$ cat src/rtl/w_burst_tracker.sv
// w_burst_tracker: takes one AW entry at a time from the pending-address
// queue and steers the matching W beats toward the slave side. It produces
// the address of every beat, the authoritative slave WLAST, and a one-cycle
// error pulse when the master's WLAST disagrees with the beat count.
//
// Handshake semantics: a W beat transfers on a cycle where the sender holds
// VALID high and the receiver holds READY high. VALID never waits on READY.
// Inside a burst the tracker is transparent: S_WVALID follows WVALID and
// WREADY follows S_WREADY. A beat therefore counts as WVALID & S_WREADY
// while a burst is active. Outside a burst both directions are held off.
module w_burst_tracker #(
    parameter int ID_WIDTH   = 4,
    parameter int ADDR_WIDTH = 32,
    parameter int DATA_WIDTH = 32,
    parameter int LEN_WIDTH  = 4,
    parameter int SIZE_WIDTH = 3
) (
    input  logic                    ACLK,
    input  logic                    ARESETn,
    // AW queue front
    input  logic                    fifo_empty,
    output logic                    fifo_pop,
    input  logic [ID_WIDTH-1:0]     front_AWID,
    input  logic [ADDR_WIDTH-1:0]   front_AWADDR,
    input  logic [LEN_WIDTH-1:0]    front_AWLEN,
    input  logic [SIZE_WIDTH-1:0]   front_AWSIZE,
    input  logic [1:0]              front_AWBURST,
    // master W channel
    input  logic [DATA_WIDTH-1:0]   WDATA,
    input  logic [DATA_WIDTH/8-1:0] WSTRB,
    input  logic                    WLAST,
    input  logic                    WVALID,
    output logic                    WREADY,
    // slave W channel
    output logic [DATA_WIDTH-1:0]   S_WDATA,
    output logic [DATA_WIDTH/8-1:0] S_WSTRB,
    output logic                    S_WLAST,
    output logic                    S_WVALID,
    input  logic                    S_WREADY,
    // burst status
    output logic [ID_WIDTH-1:0]     S_WID,
    output logic [ADDR_WIDTH-1:0]   beat_addr,
    output logic                    busy,
    output logic                    wlast_err,
    // FSM state for checkers: 0 = IDLE, 1 = BURST
    output logic                    dbg_state
);

    typedef enum logic {
        ST_IDLE  = 1'b0,
        ST_BURST = 1'b1
    } state_t;

    localparam logic [ADDR_WIDTH-1:0] ADDR_ONE = {{(ADDR_WIDTH-1){1'b0}}, 1'b1};
    localparam logic [LEN_WIDTH-1:0]  CNT_ONE  = {{(LEN_WIDTH-1){1'b0}}, 1'b1};

    state_t                 state_q, state_d;
    logic [ID_WIDTH-1:0]    id_q, id_d;
    logic [ADDR_WIDTH-1:0]  addr_q, addr_d;
    logic [LEN_WIDTH-1:0]   len_q, len_d;
    logic [SIZE_WIDTH-1:0]  size_q, size_d;
    logic [1:0]             burst_q, burst_d;
    logic [LEN_WIDTH-1:0]   cnt_q, cnt_d;

    logic                   in_burst;
    logic                   load;
    logic                   last_beat;
    logic                   hs;

    logic [ADDR_WIDTH-1:0]  inc;
    logic [ADDR_WIDTH-1:0]  len_plus1;
    logic [ADDR_WIDTH-1:0]  wrap_mask;
    logic [ADDR_WIDTH-1:0]  incr_addr;
    logic [ADDR_WIDTH-1:0]  addr_next;

    assign in_burst  = (state_q == ST_BURST);
    assign load      = (state_q == ST_IDLE) && !fifo_empty;
    assign last_beat = (cnt_q == len_q);
    assign hs        = in_burst && WVALID && S_WREADY;

    // Beat address arithmetic. The wrap mask spans (len+1) beats of
    // (1<<size) bytes; non power-of-two lengths use the same formula.
    assign inc       = ADDR_ONE << size_q;
    assign len_plus1 = {{(ADDR_WIDTH-LEN_WIDTH){1'b0}}, len_q} + ADDR_ONE;
    assign wrap_mask = (len_plus1 << size_q) - ADDR_ONE;
    assign incr_addr = addr_q + inc;

    // Address of the following beat for the latched burst type.
    always_comb begin
        addr_next = addr_q;
        case (burst_q)
            2'b01:   addr_next = incr_addr;
            2'b10:   addr_next = (addr_q & ~wrap_mask) | (incr_addr & wrap_mask);
            default: addr_next = addr_q;  // FIXED and reserved
        endcase
    end

    // FSM state register.
    always_ff @(posedge ACLK or negedge ARESETn) begin
        if (!ARESETn) begin
            state_q <= ST_IDLE;
        end else begin
            state_q <= state_d;
        end
    end

    // FSM next state: load from the queue, leave after the last beat.
    always_comb begin
        state_d = state_q;
        case (state_q)
            ST_IDLE:  if (load) state_d = ST_BURST;
            ST_BURST: if (hs && last_beat) state_d = ST_IDLE;
            default:  state_d = ST_IDLE;
        endcase
    end

    // FSM outputs: control is only asserted while a burst is active.
    always_comb begin
        fifo_pop  = 1'b0;
        WREADY    = 1'b0;
        S_WVALID  = 1'b0;
        S_WLAST   = 1'b0;
        wlast_err = 1'b0;
        case (state_q)
            // Pop is held off while reset is asserted so the queue keeps
            // its entries until the tracker is running again.
            ST_IDLE: fifo_pop = load && ARESETn;
            ST_BURST: begin
                WREADY    = S_WREADY;
                S_WVALID  = WVALID;
                S_WLAST   = last_beat;
                wlast_err = hs && (WLAST != last_beat);
            end
            default: ;
        endcase
    end

    // Burst context next state: capture at load, step on non-final beats.
    always_comb begin
        id_d    = id_q;
        addr_d  = addr_q;
        len_d   = len_q;
        size_d  = size_q;
        burst_d = burst_q;
        cnt_d   = cnt_q;
        if (load) begin
            id_d    = front_AWID;
            addr_d  = front_AWADDR;
            len_d   = front_AWLEN;
            size_d  = front_AWSIZE;
            burst_d = front_AWBURST;
            cnt_d   = '0;
        end else if (hs && !last_beat) begin
            cnt_d  = cnt_q + CNT_ONE;
            addr_d = addr_next;
        end
    end

    // Burst context registers; id and address hold their values in IDLE.
    always_ff @(posedge ACLK or negedge ARESETn) begin
        if (!ARESETn) begin
            id_q    <= '0;
            addr_q  <= '0;
            len_q   <= '0;
            size_q  <= '0;
            burst_q <= '0;
            cnt_q   <= '0;
        end else begin
            id_q    <= id_d;
            addr_q  <= addr_d;
            len_q   <= len_d;
            size_q  <= size_d;
            burst_q <= burst_d;
            cnt_q   <= cnt_d;
        end
    end

    // Payload is a zero-latency pass-through; master WLAST is not forwarded.
    assign S_WDATA   = WDATA;
    assign S_WSTRB   = WSTRB;
    assign S_WID     = id_q;
    assign beat_addr = addr_q;
    assign busy      = in_burst;
    assign dbg_state = state_q;

endmodule
$ cat config.mk
export PLATFORM = sky130hd
export DESIGN_NAME = w_burst_tracker
export DESIGN_NICKNAME = d
export VERILOG_FILES = /design/src/rtl/w_burst_tracker.sv
export SDC_FILE = /design/constraint.sdc
export NUM_CORES = 1
export LEC_CHECK = 0
export CELL_PAD_IN_SITES_DETAIL_PLACEMENT = 0
export CELL_PAD_IN_SITES_GLOBAL_PLACEMENT = 1
export CORE_MARGIN = 10
export CORE_UTILIZATION = 29
export CTS_CLUSTER_SIZE = 10
export DETAILED_ROUTE_END_ITERATION = 10
export PLACE_DENSITY = 0.85
export SLEW_MARGIN = 10
export SYNTH_ARGS = -nofsm -noshare
export SYNTH_HDL_FRONTEND = slang
export SYNTH_SLANG_ARGS = --single-unit
$ cat constraint.sdc
create_clock -name ACLK -period 3.5 [get_ports ACLK]
set_input_delay 0.875 -clock ACLK [delete_from_list [all_inputs] [get_ports ACLK]]
set_output_delay 0.875 -clock ACLK [all_outputs]
set_load 0.02 [all_outputs]
* Yosys cells after proc, flatten, opt, wreduce, memory -nomap -nowiden
Cells that the tools add are included.
** Operators by class
- Add/subtract/negate cells :: 4
- Equality and inequality tests :: 4
- Mux-type cells :: 13
- Reduce and logical (&&, ||, !) cells :: 12
- Shift operators :: 2
- Bitwise gates (word level) :: 5
** Operators by type and width (number)
- $and A32 B32 Y32 :: 2
- $mux W32 :: 2
- $pmux W32 S2 :: 1
- $add A32 B32 Y32 :: 1
- $not A32 Y32 :: 1
- $or A32 B32 Y32 :: 1
- $shl A1 B3 Y32 const A :: 1
- $shl A5 B3 Y32 :: 1
- $sub A32 B1 Y32 const B :: 1
- $mux W4 :: 2
- $logic_and A1 B1 Y1 :: 7
- $mux W1 :: 7
- $add A4 B1 Y5 const B :: 1
- $add A4 B1 Y4 const B :: 1
- $eq A4 B4 Y1 :: 1
- $reduce_bool A3 Y1 :: 1
- $eq A2 B1 Y1 const B :: 1
- $eq A2 B2 Y1 const B :: 1
- $logic_not A1 Y1 :: 2
- $pmux W1 S2 :: 1
- $reduce_and A2 Y1 :: 1
- $reduce_bool A2 Y1 :: 1
- $ne A1 B1 Y1 :: 1
- $not A1 Y1 :: 1
** Storage, ports and cells
- Register bits after elaboration :: 50

* Depth between registers and ports, before layout
- Word-level depth :: 9
- Gate-level depth with buffers :: 15
- Gate-level depth less buffers :: 13

* Least setup slack after synthesis
Ideal clock, no wire load.
- Path kind :: register to register
- Start point :: register size_q[2]
- End point :: register with a tool-made name
- Path slack :: -72 ps
- Path buffers :: 4
- Setup time :: 82 ps
- Arrival :: 3490 ps
- Stages on the path, launching flop included :: 15
- Cell sequence :: dfrtp_1 clkbuf_1 clkbuf_1 buf_1 nand2_1 nor2_1 ha_1 o211a_1 o2111ai_1 a31o_2 or3_1 buf_1 nor2_1 or4b_1 a31oi_1
** RTL lines
- start: declaration :: RTL line 61 : logic [SIZE_WIDTH-1:0] size_q, size_d;
- start signal: assignment :: RTL line 172 : size_q <= size_d;

* Worst setup path after layout
- Start point :: register len_q[0]
- End point :: output port wlast_err
** On the way
- Cells in the longest elaborated chain, start to end :: 4
** RTL lines
- start: declaration :: RTL line 60 : logic [LEN_WIDTH-1:0] len_q, len_d;
- start signal: assignment :: RTL line 171 : len_q <= len_d;
- $eq A4 B4 Y1 :: RTL line 78 : assign last_beat = (cnt_q == len_q);
- $ne A1 B1 Y1 :: RTL line 132 : wlast_err = hs && (WLAST != last_beat);
- $logic_and A1 B1 Y1 :: RTL line 132
- $mux W1 :: RTL line 124 : case (state_q)
- end: declaration :: RTL line 44 : output logic wlast_err,
No other way between the ends.

==> run metrics <==
fmax=0.3020 GHz; Final HPWL DP=11.55 mm; gpl congestion=0.9389; Fin. Hold Viols=0; vias in the first global route=4,313; clock slew at reported path FFs=0.07 ns; CTS tree=done; max cap viols=0; count of pins over their slew limit=0; buffer depth of the longest clock path=2; Gate power share=0.698; FP Rows=45; share of the yosys chip area belonging to registers=0.2784; Sw Share=0.4951; placed insts=831; Avg WL per Cell=18.03 microns; I/O Pins=166; Ys Warns=0; Pint=2.898 mW; P&R area growth vs syn=27.87%; Hold Crit Class=register to register; initial antenna violation count=0; Die X=144.5 microns; worst hold path depth=2; Total Die Area=20,880 sq um; Via density=5.379; NumNets Final=751; worst reg2reg path depth=11; worst ir drop on vdd=0.0003981 V; status=complete, no violations; GRT Util Overall=0.1416; share of cells above drive strength 1=0.1106; setup ws final=0.1889 ns; Pwr Density=999.0 nW/um^2; Pwr Total=5.741 mW; Slew @ Worst Pin=0.7385 ns; critical path class=register to primary output; Core Box Area=15,200 sq um; ys flop type=dfrtp_1; share of power burned in registers=0.212; number of port buffers=93; Max-slew headroom=0.5035; EDFF count, synth=0; utilization after layout=0.3780; insertion delay to the later sink of the worst-skew pair=0.30 ns; commonest non-fill, non-tap cell in the layout=clkdlybuf4s50_1; residual DRC count=0; die height=144.5 microns; GR Overflow Total=0; Worst EP arrival=2.44 ns; CTS buffer count=5; number of clock sinks=50; Final Setup Violations=0; P_leak=2.344 nW; largest net degree at the start of global routing=51; Initial DRC Count=438; design area=5747 sq um; fillers=1,587; Final Critical Period=3.311 ns; pre-CTS setup slack=0.2214 ns; clock root cell=clkbuf_16; count of different cell masters after synthesis=78; Worst Path Max Fanout=15; starting density of the core=0.2956; Psw=2.843 mW; total negative slack=0 ns; most frequent cells in the layout=clkdlybuf4s50_1 (92), nand2_1 (68), nor2_1 (56); Mean Syn Cell Area=7.843 sq um; fin crit share=0.9460; unrepaired setup endpoints after global routing=no; Detailed Route WL=15.13 mm; number of synthesized register bits=50; number of diodes=0; hold slack=0.4785 ns; async set-reset flop share out of synthesis=1.000; clock network fraction of total power=0.090; H-Tree Depth=2; Post-Syn Area=4494 sq um; Synth Instances=573; Critical Path Sink Type=primary output; Mapped Nets=674; Post-DRT Antenna Nets=0; area post-placement=5580 sq um; Critical Path Source Type=register; clock skew=0.004638 ns; fin cells=839; first-pass GRT wire length=23.82 mm; DRT Pass-1 Iters=5; Worst EP required=2.62 ns; total number of vias=4,513
per-layer routing:
layer | vias to the layer above | track usage | routed length (microns)
met5 | - | 0 | 0
met4 | 0 | 0.02500 | 121
met3 | 11 | 0.04526 | 1342
met2 | 161 | 0.2068 | 6589
met1 | 2110 | 0.1998 | 7075
li1 | 2231 | - | -
logic make-up (layout without fill, tap and decap cells):
| group | count (synthesis) | after routing | share of synthesized area |
|---|---|---|---|
| buffers and inverters | 83 | 161 | 0.1055 |
| and+or+nand+nor | 228 | 228 | 0.2533 |
| xor gates and xnor gates | 19 | 19 | 0.03870 |
| adders and majority gates | 14 | 14 | 0.04065 |
| DFF | 50 | 50 | 0.2784 |
| AOI/OAI and AO/OA | 172 | 172 | 0.2670 |
| muxes | 7 | 7 | 0.01643 |
path summary, 6_finish.rpt:
kind                             end  slack (ns)     start
setup / recovery           wlast_err        0.19  len_q[0]
hold / removal              S_WID[1]        0.48  S_WID[1]
setup reg to reg            register        0.28  len_q[2]
hold reg to reg             S_WID[1]        0.48  S_WID[1]
max in group asynchronous   len_q[1]        2.23   ARESETn
min in group asynchronous  async pin        0.75   ARESETn
power groups by stage:
stage	Clock [mW]	Combinational [mW]	Sequential, mW
finish	0.517	4.00	1.22
global route	0.552	4.39	1.27
CTS	0.529	3.99	1.22
detailed placement	0	3.96	1.23
global placement	0	3.96	1.22
floorplan	0	2.38	1.36
cell usage after synthesis (3+ instances only):
cell | n | share of area
a211o_1 | 3 | 0.0058
a211oi_1 | 13 | 0.022
a21o_1 | 8 | 0.013
a21oi_1 | 36 | 0.040
a22oi_1 | 3 | 0.0050
a2bb2oi_1 | 3 | 0.0058
a31oi_1 | 19 | 0.026
a41oi_1 | 3 | 0.0058
and2_1 | 10 | 0.014
and3_1 | 9 | 0.013
and4_1 | 5 | 0.0097
buf_1 | 6 | 0.0050
buf_2 | 4 | 0.0045
buf_4 | 38 | 0.063
clkbuf_1 | 14 | 0.012
dfrtp_1 | 50 | 0.28
ha_1 | 13 | 0.036
inv_1 | 17 | 0.014
mux2_2 | 3 | 0.0075
mux2i_1 | 4 | 0.0089
nand2_1 | 68 | 0.057
nand2b_1 | 6 | 0.0084
nand3_1 | 17 | 0.019
nand3b_1 | 3 | 0.0050
nand4_1 | 10 | 0.014
nor2_1 | 57 | 0.048
nor2b_1 | 5 | 0.0070
nor3_1 | 11 | 0.012
nor4_1 | 7 | 0.0097
o211ai_1 | 5 | 0.0084
o21a_1 | 5 | 0.0084
o21ai_0 | 24 | 0.027
o22a_1 | 3 | 0.0058
o22ai_1 | 6 | 0.0084
o31ai_1 | 8 | 0.013
o41ai_1 | 3 | 0.0058
or2_2 | 4 | 0.0056
or3_1 | 3 | 0.0042
xnor2_1 | 9 | 0.018
xor2_1 | 9 | 0.018
layout make-up:
class | instances | area [sq um] | share of cell area
multi-input cells | 440 | 2790 | 0.4855
repair buffers | 134 | 1246 | 0.2169
clock inverters | 2 | 12.51 | 0.002177
inverters | 19 | 71.32 | 0.01241
flip-flops and latches | 50 | 1252 | 0.2179
well taps | 188 | 235.2 | 0.04093
clock buffers | 6 | 138.9 | 0.02417
worst max-delay path: stages (launching register included):
cell and delay, ns:
dfrtp_1 0.40, buf_4 0.21, xor2_1 0.20, nor4_1 0.29
buf_4 0.17, xor2_1 0.12, and2_1 0.13, clkdlybuf4s50_1 0.61
repair_timing:
item,in CTS,in global routing
endpoints found under the setup margin,0,3
setup buffers,0,0
gates resized for setup,0,4
hold buffers,0,0
Note: power is estimated with default switching activity, not from simulation.
